## config.mk

```make
export PLATFORM = sky130hd
export DESIGN_NAME = rr_stream_mux
export DESIGN_NICKNAME = d
export VERILOG_FILES = /design/src/rtl/rr_stream_mux.sv
export SDC_FILE = /design/constraint.sdc
export NUM_CORES = 1
export LEC_CHECK = 0
export BUFFER_PORTS_ARGS = -buffer_cell sky130_fd_sc_hd__buf_2
export CAP_MARGIN = 20
export CORE_MARGIN = 4
export CORE_UTILIZATION = 46
export DETAILED_ROUTE_END_ITERATION = 16
export GPL_ROUTABILITY_DRIVEN = 0
export GPL_TIMING_DRIVEN = 0
export PLACE_DENSITY = 0.87
export SLEW_MARGIN = 20
export SYNTH_ARGS = -nofsm -noshare
export SYNTH_HDL_FRONTEND = slang
export SYNTH_SLANG_ARGS = --single-unit
export TNS_END_PERCENT = 100
```

## constraint.sdc

```tcl
create_clock -name clk -period 4.7 [get_ports clk]
set_input_delay 0.94 -clock clk [delete_from_list [all_inputs] [get_ports clk]]
set_output_delay 0.94 -clock clk [all_outputs]
set_load 0.005 [all_outputs]
```

## src/rtl/rr_stream_mux.sv

```systemverilog
// -----------------------------------------------------------------------------
// rr_stream_mux
//
// Registered N-channel stream multiplexer feeding the ALU input stage.
// CHANNELS valid/ready input streams of WIDTH bits are funnelled into a single
// one-entry output register. The source is picked either by a round-robin
// arbiter (mode=0) or by a fixed channel index (mode=1).
//
// Optional feature macro: ARB_MUX_HOLD_EN
//   When defined, round-robin mode lets the current channel keep the grant for
//   up to MAX_BURST consecutive beats while its in_valid stays high. When not
//   defined, the grant rotates after every beat and no burst counter is built.
//
// Parameters:
//   WIDTH     - data width per channel (>= 1)
//   CHANNELS  - number of input channels (2..16)
//   MAX_BURST - max consecutive beats per channel (hold feature only, >= 1)
//   SELW      - channel index width, derived from CHANNELS
//
// Ports:
//   clk       - clock, all state on rising edge
//   rst       - asynchronous active-high reset
//   in_valid  - per-channel valid
//   in_data   - packed channel data, channel i at [i*WIDTH +: WIDTH]
//   in_ready  - per-channel ready, one-hot or zero
//   mode      - 0 = round-robin, 1 = fixed select
//   sel       - channel used when mode=1
//   out_valid - output register holds a beat
//   out_data  - registered data
//   out_chan  - index of the channel that supplied out_data
//   out_ready - downstream accepts the beat
// -----------------------------------------------------------------------------
module rr_stream_mux #(
  parameter int  WIDTH     = 8,
  parameter int  CHANNELS  = 4,
  parameter int  MAX_BURST = 4,
  localparam int SELW      = $clog2(CHANNELS)
) (
  input  logic                      clk,
  input  logic                      rst,
  input  logic [CHANNELS-1:0]       in_valid,
  input  logic [CHANNELS*WIDTH-1:0] in_data,
  output logic [CHANNELS-1:0]       in_ready,
  input  logic                      mode,
  input  logic [SELW-1:0]           sel,
  output logic                      out_valid,
  output logic [WIDTH-1:0]          out_data,
  output logic [SELW-1:0]           out_chan,
  input  logic                      out_ready
);

  // Elaboration-time parameter sanity checks.
  if (WIDTH < 1) begin : g_bad_width
    $error("rr_stream_mux: WIDTH must be >= 1");
  end
  if ((CHANNELS < 2) || (CHANNELS > 16)) begin : g_bad_channels
    $error("rr_stream_mux: CHANNELS must be in 2..16");
  end
  if (MAX_BURST < 1) begin : g_bad_burst
    $error("rr_stream_mux: MAX_BURST must be >= 1");
  end

  // Round-robin search: first requester strictly after 'last', wrapping.
  // Returns {found, index}.
  function automatic logic [SELW:0] rr_pick(
    input logic [CHANNELS-1:0] req,
    input logic [SELW-1:0]     last
  );
    logic            found;
    logic [SELW-1:0] idx;
    int              cand;
    found = 1'b0;
    idx   = '0;
    for (int off = 1; off <= CHANNELS; off++) begin
      cand = int'(last) + off;
      cand = (cand >= CHANNELS) ? (cand - CHANNELS) : cand;
      if (!found && req[cand]) begin
        found = 1'b1;
        idx   = SELW'(cand);
      end else begin
        found = found;
      end
    end
    return {found, idx};
  endfunction

  // State
  logic                out_valid_q, out_valid_d;
  logic [WIDTH-1:0]    out_data_q,  out_data_d;
  logic [SELW-1:0]     out_chan_q,  out_chan_d;
  logic [SELW-1:0]     last_grant_q, last_grant_d;

  // Combinational arbitration signals
  logic                can_load_s;
  logic                sel_in_range_s;
  logic [CHANNELS-1:0] elig_s;
  logic                hold_s;
  logic [SELW:0]       pick_s;
  logic                grant_any_s;
  logic [SELW-1:0]     grant_idx_s;
  logic [CHANNELS-1:0] grant_s;
  logic [WIDTH-1:0]    grant_data_s;
  logic                xfer_s;

  assign can_load_s     = !out_valid_q || out_ready;
  assign sel_in_range_s = (int'(sel) < CHANNELS);

  // Eligible set: every valid channel in round-robin, only sel in fixed mode.
  always_comb begin
    elig_s = '0;
    if (mode == 1'b0) begin
      elig_s = in_valid;
    end else if (sel_in_range_s) begin
      elig_s[sel] = in_valid[sel];
    end else begin
      elig_s = '0;
    end
  end

`ifdef ARB_MUX_HOLD_EN
  // Counter must reach MAX_BURST and be at least SELW bits.
  localparam int BURSTW = ($clog2(MAX_BURST + 1) > SELW) ? $clog2(MAX_BURST + 1) : SELW;

  logic [BURSTW-1:0] burst_cnt_q, burst_cnt_d;
  logic [BURSTW-1:0] burst_inc_s;

  // A nonzero count means the last granted channel is mid-burst; the count
  // wraps to zero on reaching MAX_BURST, which forces the next rotation.
  assign hold_s = (mode == 1'b0) && elig_s[last_grant_q] && (burst_cnt_q != '0);

  // Burst counter next state: restart on channel change, clear at the limit.
  always_comb begin
    burst_cnt_d = burst_cnt_q;
    burst_inc_s = '0;
    if (xfer_s) begin
      if (mode == 1'b1) begin
        burst_inc_s = '0;
      end else if (grant_idx_s != last_grant_q) begin
        burst_inc_s = BURSTW'(1);
      end else begin
        burst_inc_s = burst_cnt_q + BURSTW'(1);
      end
      burst_cnt_d = (burst_inc_s == BURSTW'(MAX_BURST)) ? '0 : burst_inc_s;
    end else begin
      burst_cnt_d = burst_cnt_q;
    end
  end

  // Burst counter register.
  always_ff @(posedge clk or posedge rst) begin
    if (rst) begin
      burst_cnt_q <= '0;
    end else begin
      burst_cnt_q <= burst_cnt_d;
    end
  end
`else
  assign hold_s = 1'b0;
`endif

  assign pick_s = rr_pick(elig_s, last_grant_q);

  // Grant selection: keep the burst owner, otherwise take the round-robin pick.
  always_comb begin
    grant_any_s = 1'b0;
    grant_idx_s = '0;
    if (hold_s) begin
      grant_any_s = 1'b1;
      grant_idx_s = last_grant_q;
    end else begin
      grant_any_s = pick_s[SELW];
      grant_idx_s = pick_s[SELW-1:0];
    end
  end

  // One-hot grant vector and AND-OR data mux driven by it.
  always_comb begin
    grant_s      = '0;
    grant_data_s = '0;
    for (int i = 0; i < CHANNELS; i++) begin
      grant_s[i]   = grant_any_s && (grant_idx_s == SELW'(i));
      grant_data_s = grant_data_s | (in_data[i*WIDTH +: WIDTH] & {WIDTH{grant_s[i]}});
    end
  end

  // in_ready is forced low during reset so no beat is accepted and lost.
  assign in_ready = grant_s & {CHANNELS{can_load_s && !rst}};
  assign xfer_s   = grant_any_s && can_load_s;

  // Output register and last-grant next state.
  always_comb begin
    out_valid_d  = out_valid_q;
    out_data_d   = out_data_q;
    out_chan_d   = out_chan_q;
    last_grant_d = last_grant_q;
    if (xfer_s) begin
      // A load in the same cycle as a drain simply replaces the old beat.
      out_valid_d  = 1'b1;
      out_data_d   = grant_data_s;
      out_chan_d   = grant_idx_s;
      last_grant_d = grant_idx_s;
    end else if (out_ready) begin
      out_valid_d  = 1'b0;
    end else begin
      out_valid_d  = out_valid_q;
    end
  end

  // Output register and last-grant state; last_grant resets so channel 0 wins first.
  always_ff @(posedge clk or posedge rst) begin
    if (rst) begin
      out_valid_q  <= 1'b0;
      out_data_q   <= '0;
      out_chan_q   <= '0;
      last_grant_q <= SELW'(CHANNELS - 1);
    end else begin
      out_valid_q  <= out_valid_d;
      out_data_q   <= out_data_d;
      out_chan_q   <= out_chan_d;
      last_grant_q <= last_grant_d;
    end
  end

  assign out_valid = out_valid_q;
  assign out_data  = out_data_q;
  assign out_chan  = out_chan_q;

endmodule

```

=== Word level (Yosys, flattened, before mapping) ===
Cells that the tools add are included.

* Reductions and logical operators: 18
* Multiplexer cells: 31
* Add/sub/neg operators: 8
* Bitwise operators: 9
* Equal/unequal tests: 3
* Order comparisons: 10

{| class="wikitable"
|+ Operators by type and width
! operator !! number
|-
| $lt A32 B4 Y1 const B || 4
|-
| $mux W32 || 4
|-
| $and A8 B8 Y8 || 4
|-
| $or A8 B8 Y8 || 3
|-
| $mux W1 || 16
|-
| $sub A3 B3 Y4 const B || 3
|-
| $bmux W1 S2 || 5
|-
| $logic_and A1 B1 Y1 || 10
|-
| $ge A3 B3 Y1 const B || 3
|-
| $and A4 B4 Y4 || 2
|-
| $mux W2 || 4
|-
| $add A2 B2 Y3 const B || 2
|-
| $logic_not A1 Y1 || 5
|-
| $sub A4 B3 Y5 const B || 1
|-
| $add A2 B3 Y4 const B || 1
|-
| $eq A2 B2 Y1 const B || 2
|-
| $ge A4 B3 Y1 const B || 1
|-
| $mux W4 || 1
|-
| $add A2 B1 Y3 const B || 1
|-
| $lt A2 B3 Y1 const B || 1
|-
| $demux W1 S2 || 1
|-
| $eq A2 B1 Y1 const B || 1
|-
| $ge A2 B1 Y1 const B || 1
|-
| $logic_not A2 Y1 || 1
|-
| other kinds (2) || 2
|}

* Word-level logic and storage cells: 83
* Input port bits: 42
* Register bits after elaboration: 13
* Output and inout bits: 15

=== Logic depth before layout (Yosys ltp) ===
Gate-level depths: netlist (run 1).

* Word-level depth: 25
* Mapped depth: 7

=== Worst setup path before layout (run 1) ===
OpenSTA, ideal clock, no wires.

* Path kind: input to output
* Start: input port sel[1]
* End: output port in_ready[3]
* Stages: 6
* Slack: 1.617 ns
* Data arrival time: 2.143 ns
* Required time: 3.760 ns
* Buffers on the path: 1
* Path through: and2b_1 -> o211ai_1 -> a221o_1 -> buf_2 -> nand2_1 -> nor4_1

* Cells in the longest elaborated chain, start to end: 22

{| class="wikitable"
|+ RTL lines
! what !! line !! RTL
|-
| start: declaration || 45 || <nowiki>input logic [SELW-1:0] sel,</nowiki>
|-
| $lt A2 B3 Y1 (implied by the code) or $ge A2 B1 Y1 (tied branches) || 114 || <nowiki>elig_s[sel] = in_valid[sel];</nowiki>
|-
| $logic_and A1 B1 Y1 (implied by the code) || 114 ||
|-
| $mux W1 (implied by the code) || 114 ||
|-
| $demux W1 S2 || 114 ||
|-
| $and A4 B4 Y4 (no source line) * || n/a ||
|-
| $mux W4 * || 111 || <nowiki>if (mode == 1'b0) begin</nowiki>
|-
| $bmux W1 S2 || 77 || <nowiki>if (!found && req[cand]) begin</nowiki>
|-
| $mux W1 (implied by the code) (2 in series) || 77 ||
|-
| (+5 left out) || n/a ||
|-
| $logic_and A1 B1 Y1 || 77 ||
|-
| $mux W1 || 77 ||
|-
| $logic_not A1 Y1 || 77 ||
|-
| $logic_and A1 B1 Y1 || 77 ||
|-
| $mux W2 || 77 ||
|-
| $eq A2 B2 Y1 || 181 || <nowiki>grant_s[i] = grant_any_s && (grant_idx_s == SELW'(i));</nowiki>
|-
| $logic_and A1 B1 Y1 * || 181 ||
|-
| $and A4 B4 Y4 * || 187 || <nowiki>assign in_ready = grant_s & {CHANNELS{can_load_s && !rst}};</nowiki>
|-
| end: declaration || 43 || <nowiki>output logic [CHANNELS-1:0] in_ready,</nowiki>
|}

Mark *: on every way between the ends. The rest lies on a longest branch, timed or not. The select of a mux whose other input is x is not followed.

=== Worst setup path after layout (run 1) ===
* Start: input port mode
* End: output port in_ready[3]

* Cells in the longest elaborated chain, start to end: 17

{| class="wikitable"
|+ RTL lines
! what !! line !! RTL
|-
| start: declaration || 44 || <nowiki>input logic mode,</nowiki>
|-
| $mux W4 * || 111 ||
|-
| $bmux W1 S2 || 77 ||
|-
| $mux W1 (implied by the code) (2 in series) || 77 ||
|-
| $mux W1 || 77 ||
|-
| $logic_not A1 Y1 || 77 ||
|-
| $logic_and A1 B1 Y1 || 77 ||
|-
| $mux W1 || 77 ||
|-
| $logic_not A1 Y1 || 77 ||
|-
| $logic_and A1 B1 Y1 || 77 ||
|-
| $mux W1 || 77 ||
|-
| $logic_not A1 Y1 || 77 ||
|-
| $logic_and A1 B1 Y1 || 77 ||
|-
| $mux W2 || 77 ||
|-
| $eq A2 B2 Y1 || 181 ||
|-
| $logic_and A1 B1 Y1 * || 181 ||
|-
| $and A4 B4 Y4 * || 187 ||
|}

Marks and branches as above.

==> qor.txt, run 1 <==
MaxCap Viol Count: 0
Port bufs: 56
Commonest non-fill, non-tap cell in the layout: buf_2
Clock transition at the registers of the reported paths: 0.08 ns
First-pass GRT wire length: 4.61 mm
Async SR Flop Fraction: 1.00
Seq/Total Area, Yosys: 0.334
Area after DPL: 0.00130 sq mm
Initial antenna violation count: 0
Core area: 0.00200 sq mm
Setup ws final: 1.19 ns
Top Ports: 57
Final setup viols: 0
Synth warn: 0
Setup TNS Final: 0 ns
WP buf/inv: 3
Hold Fails Final Rpt: 0
Synth cell types: 34
Post-synth EDFFs: 0
Seq pwr share: 0.401
Global Route Usage Sum: 0.213
Reg2Reg Depth: 6
Final instance area: 0.00132 sq mm
Largest net degree at the start of global routing: 14
Vias in the first global route: 1,086
Nets: 210
R2r setup slk: 2.25 ns
Row count: 16
Cell leakage power: 0.662 nW
Initial core utilization: 0.491
Die Width: 54.2 um
Die Y: 54.2 um
Pre-CTS WS: 1.20 ns
Clock power frac: 0.171
Tmin final: 3.51 ns
Setup CP Type: primary input to primary output
Post-CTS setup buffers: 0
Mapped Nets: 149
Most frequent cells in the layout: buf_2 (58), o21ai_0 (11), dfrtp_1 (11)
CTS hold repair buffers: 0
Area delta synth->final: 34.6%
Drc violations: 0
Period utilization: 0.747
Total Wirelength: 3.03 mm
Worst R2R End: out_data[7]
Commonest register cell after synthesis: dfrtp_1
CTS buffer count: 3
H-tree levels: 1
Worst Hold Class: flop to flop
WL per Instance: 15.6 um
Crit path max-delay cell type: nor4_2
Max IR drop VDD: 0.000219 V
Worst path cell trace: buf_2 -> a21boi_1 -> nor4_2 -> a221o_1 -> buf_2 -> nand2_1 -> nor4_1 -> buf_2
Internal power: 257 uW
Slew margin rel.: 0.595
Post-CTS Resized: 0
Synth Cell Area: 982 sq um
Worst hold slack: 0.497 ns
Vias: 1,137
Pwr Density: 301 mW/mm^2
Initial DRT Pass Iterations: 4
Slowest stage delay, CP: 0.39 ns
#FFs+latches synth: 13
Worst-Skew Late Latency: 0.27 ns
Syn Area/Cell: 9.18 sq um
Hold path depth: 2
Crit path max-delay family: simple AND/OR/NAND/NOR gates
Hpwl dp: 2.41 mm
Placed insts: 190
Worst path arrival time: 2.57 ns
Critical Path RT: 3.76 ns
WHS Endpoint: out_chan[1]
Final Power: 399 uW
Worst r2r src: last_grant_q[1]
Antenna Nets Post-Route: 0
CTS tree: built
Via density: 5.86
Setup Skew: 0.000980 ns
Tightest Pin Transition: 0.605 ns
Sw Pwr: 142 uW
Final cell count without fillers: 194
Crit. End Element: primary output
Switch share: 0.356
Final Max Slew Viols: 0
Worst path most repeated cell: buf_2
Share of cells above drive strength 1: 0.407
Max clock buf depth: 2
Hold path start: out_chan[1]
Run status: finished, final reports clean
Cells after Synth: 107
Startpoint Class: primary input
ANT cells: 0
Root Buffer: clkbuf_4
Total die area: 0.00294 sq mm
Max Clk Rate: 285 MHz
Clock Sink Count: 13
Final design utilization: 0.661
DRT iter0 DRCs: 32
CP Max Fanout: 9
GR Overflow Total: 0
Unrepaired setup endpoints after global routing: no
Comb power frac: 0.428
==> power by group through the flow <==
stage	sequential, mW	combinational (mW)	clock, mW
final	0.160	0.171	0.0683
after global placement	0.160	0.162	0
after CTS	0.160	0.171	0.0702
after global routing	0.164	0.188	0.0762
after floorplan	0.162	0.0987	0
after detailed placement	0.162	0.170	0
==> registers in the layout, summed over array words and instances (netlist names) <==
name          cells
out_data          8
last_grant_q      2
out_chan          2
out_valid         1
==> routing by layer <==
metal | share of wire | vias up | track usage
met5 | 0 | - | 0
met4 | 0.011 | 0 | 0.0622
met3 | 0.087 | 4 | 0.0627
met2 | 0.54 | 51 | 0.373
met1 | 0.36 | 546 | 0.251
li1 | - | 536 | -
==> final cells by class <==
cell class / instances / area (sq um)
Inverter: 7 / 26.3
Timing Repair Buffer: 56 / 280
Multi-Input combinational cell: 84 / 614
Buffer: 3 / 13.8
Tap cell: 27 / 33.8
Sequential cell: 13 / 328
Fill cell: 177 / 679
Clock buffer: 4 / 26.3
==> cell usage after synthesis, types with 2 or more instances <==
cell type	instances	area share
dfrtp_1	11	0.28
o21ai_0	11	0.056
a221o_1	10	0.10
a21boi_0	8	0.061
nand3_1	8	0.041
inv_1	7	0.027
mux2_1	7	0.080
nand2_1	6	0.023
nor2_1	4	0.015
a21oi_1	3	0.015
buf_2	2	0.010
dfstp_2	2	0.054
nand2b_1	2	0.013
nor2b_1	2	0.013
nor4_1	2	0.013
o211a_1	2	0.020
o21ai_1	2	0.010
or3_1	2	0.013
==> worst max path at each step <==
| stage | cells past startpoint | from | end |
|---|---|---|---|
| floorplan | 6 | sel[1] | in_ready[3] |
| global placement | 8 | sel[1] | in_ready[3] |
| detailed placement | 8 | mode | in_ready[3] |
| CTS | 8 | mode | in_ready[3] |
| global route | 7 | sel[1] | in_ready[1] |
| finish | 8 | mode | in_ready[3] |
==> kinds of logic (layout without fill, tap and decap cells) <==
logic type / after synthesis / count (layout) / synth area share
flip-flops: 13 / 13 / 0.334
buffers and inverters: 10 / 70 / 0.0408
AO/OA/AOI/OAI: 44 / 44 / 0.352
AND/OR/NAND/NOR: 32 / 32 / 0.182
multiplexers: 8 / 8 / 0.0917
==> worst min-delay path: stages (launching register included) <==
cell and delay, ns:
dfrtp_1 0.35, nand2_1 0.05, o21ai_0 0.06
Note: power is estimated with default switching activity, not from simulation.
==> run 2: changes to the inputs <==
--- a/config.mk
+++ b/config.mk
@@ -8,11 +8,11 @@
 export BUFFER_PORTS_ARGS = -buffer_cell sky130_fd_sc_hd__buf_2
 export CAP_MARGIN = 20
 export CORE_MARGIN = 4
-export CORE_UTILIZATION = 46
+export CORE_UTILIZATION = 43
 export DETAILED_ROUTE_END_ITERATION = 16
 export GPL_ROUTABILITY_DRIVEN = 0
 export GPL_TIMING_DRIVEN = 0
-export PLACE_DENSITY = 0.87
+export PLACE_DENSITY = 0.82
 export SLEW_MARGIN = 20
 export SYNTH_ARGS = -nofsm -noshare
 export SYNTH_HDL_FRONTEND = slang
==> constraint.sdc (replaced) <==
create_clock -name clk -period 3.5 [get_ports clk]
set_input_delay 0.7 -clock clk [delete_from_list [all_inputs] [get_ports clk]]
set_output_delay 0.7 -clock clk [all_outputs]
set_load 0.005 [all_outputs]
==> run 2 against run 1 <==
Against the previous run:
- die area increased by 5.9%
- non-clock buffer count unchanged
- register-to-register slack got worse by 1.2 ns
- highest routed layer unchanged
- routed wire length decreased by 3.7%
- cell area about the same
- worst hold slack got worse by 0.033 ns
==> qor.txt, run 2 (synthesized netlist as in run 1, its figures left out) <==
Most frequent cells in the layout: buf_2 (58), o21ai_0 (11), dfrtp_1 (11)
CTS tree: built
Startpoint Class: flop
CTS buffer count: 3
WP depth: 7
Reg2Reg Depth: 6
First-pass GRT wire length: 5.02 mm
Global Route Usage Sum: 0.194
Clock transition at the registers of the reported paths: 0.08 ns
Number of flip-flops in the largest register: 8
Period utilization: 0.891
Crit path max-delay family: simple AND/OR/NAND/NOR gates
Via density: 5.82
Largest net degree at the start of global routing: 14
Core area: 0.00219 sq mm
Crit. End Element: primary output
MaxCap Viol Count: 0
Worst path most repeated cell: buf_2
CP Max Fanout: 9
Die Width: 55.8 um
Vias: 1,134
Max IR drop VDD: 0.000229 V
Run status: finished, final reports clean
Max clock buf depth: 2
Hpwl dp: 2.29 mm
Post-CTS Resized: 0
Top Metal Used: met4
Crit path max-delay cell type: dfstp_2
Share of cells above drive strength 1: 0.407
Critical Path RT: 2.80 ns
WL per Instance: 15.0 um
Setup Skew: 0.00448 ns
Cell leakage power: 0.662 nW
Worst-Skew Late Latency: 0.28 ns
Worst Hold Class: primary input to async pin
Root Buffer: clkbuf_4
GR Overflow Total: 0
Clock Sink Count: 13
Die Y: 55.8 um
Drc violations: 0
Antenna Nets Post-Route: 0
CTS hold repair buffers: 0
Row count: 17
Tightest Pin Transition: 0.590 ns
Worst hold slack: 0.464 ns
Commonest non-fill, non-tap cell in the layout: buf_2
Top Ports: 57
Pwr Density: 404 mW/mm^2
Final Max Slew Viols: 0
Slowest stage delay, CP: 0.57 ns
Slew margin rel.: 0.605
Tmin final: 3.12 ns
Final setup viols: 0
Total die area: 0.00311 sq mm
DR WL met3: 327 um
Worst path arrival time: 2.42 ns
H-tree levels: 1
WP buf/inv: 3
Hold Fails Final Rpt: 0
ANT cells: 0
Total of fill cells in the finished design: 214
Setup TNS Final: 0 ns
DRT iter0 DRCs: 31
Worst path cell trace: inv_1 -> nor4_2 -> a221o_1 -> buf_2 -> nand2_1 -> nor4_1 -> buf_2
Routed length on met1: 1.21 mm
Port bufs: 56
Post-CTS setup buffers: 0
Setup CP Type: flop to primary output
Max Clk Rate: 321 MHz
Initial DRT Pass Iterations: 4
Initial antenna violation count: 0
Met2 Wirelength: 1.36 mm
R2r setup slk: 1.03 ns
Total Wirelength: 2.92 mm
Area delta synth->final: 34.8%
Vias in the first global route: 1,138
Initial core utilization: 0.448
Nets: 210
Unrepaired setup endpoints after global routing: no
run 2: cell counts in the layout (fill, tap and decap cells not counted):
No cell type changed its count.
run 2: worst reg2reg max path, stage by stage (launching register included):
cell and delay [ns]:
dfstp_2 0.57, inv_1 0.13, nor4_2 0.51, a221oi_4 0.13
nor2_4 0.30, mux2_1 0.37, a221o_1 0.33
run 2: worst paths after layout:
kind                                      start               to
worst max-delay path            last_grant_q[1]      in_ready[3]
worst min-delay path                        rst      out_data[1]
worst max register to register  last_grant_q[1]      out_data[0]
worst min register to register      out_chan[1]      out_chan[1]
max in group asynchronous                   rst  last_grant_q[1]
min in group clk                    out_chan[1]      out_chan[1]
run 2: power breakdown:
group / internal [mW] / total, mW / leakage, nW / switching, mW
clock: 0.0442 / 0.0943 / 0.0150 / 0.0501
sequential: 0.192 / 0.215 / 0.155 / 0.0232
combinational: 0.109 / 0.226 / 0.492 / 0.117
total: 0.345 / 0.535 / 0.662 / 0.190
run 2: area by class of cell:
cell class / count / area [sq um] / share of cell area
Timing Repair Buffer: 56 / 280 / 0.212
Sequential cell: 13 / 328 / 0.248
Buffer: 3 / 13.8 / 0.0104
Inverter: 7 / 26.3 / 0.0198
Tap cell: 28 / 35.0 / 0.0265
Multi-Input combinational cell: 84 / 614 / 0.464
Clock buffer: 4 / 26.3 / 0.0198
run 2: routing by layer:
layer / up-vias / global-route usage
met5: - / 0
met4: 0 / 0.0417
met3: 4 / 0.0487
met2: 62 / 0.326
met1: 528 / 0.250
li1: 540 / -
run 2: stage by stage:
| step | area, sq um | setup WS [ns] | instances | utilization | total power [mW] |
|---|---|---|---|---|---|
| final | 1320 | 0.383 | 195 | 0.604 | 0.535 |
| after global routing | 1320 | 0.229 | 195 | 0.604 | 0.572 |
| after CTS | 1320 | 0.419 | 195 | 0.604 | 0.536 |
| after detailed placement | 1300 | 0.527 | 191 | 0.592 | 0.443 |
| after global placement | 1300 | 0.562 | 191 | 0.592 | 0.434 |
| after floorplan | 982 | 0.897 | 107 | - | 0.350 |
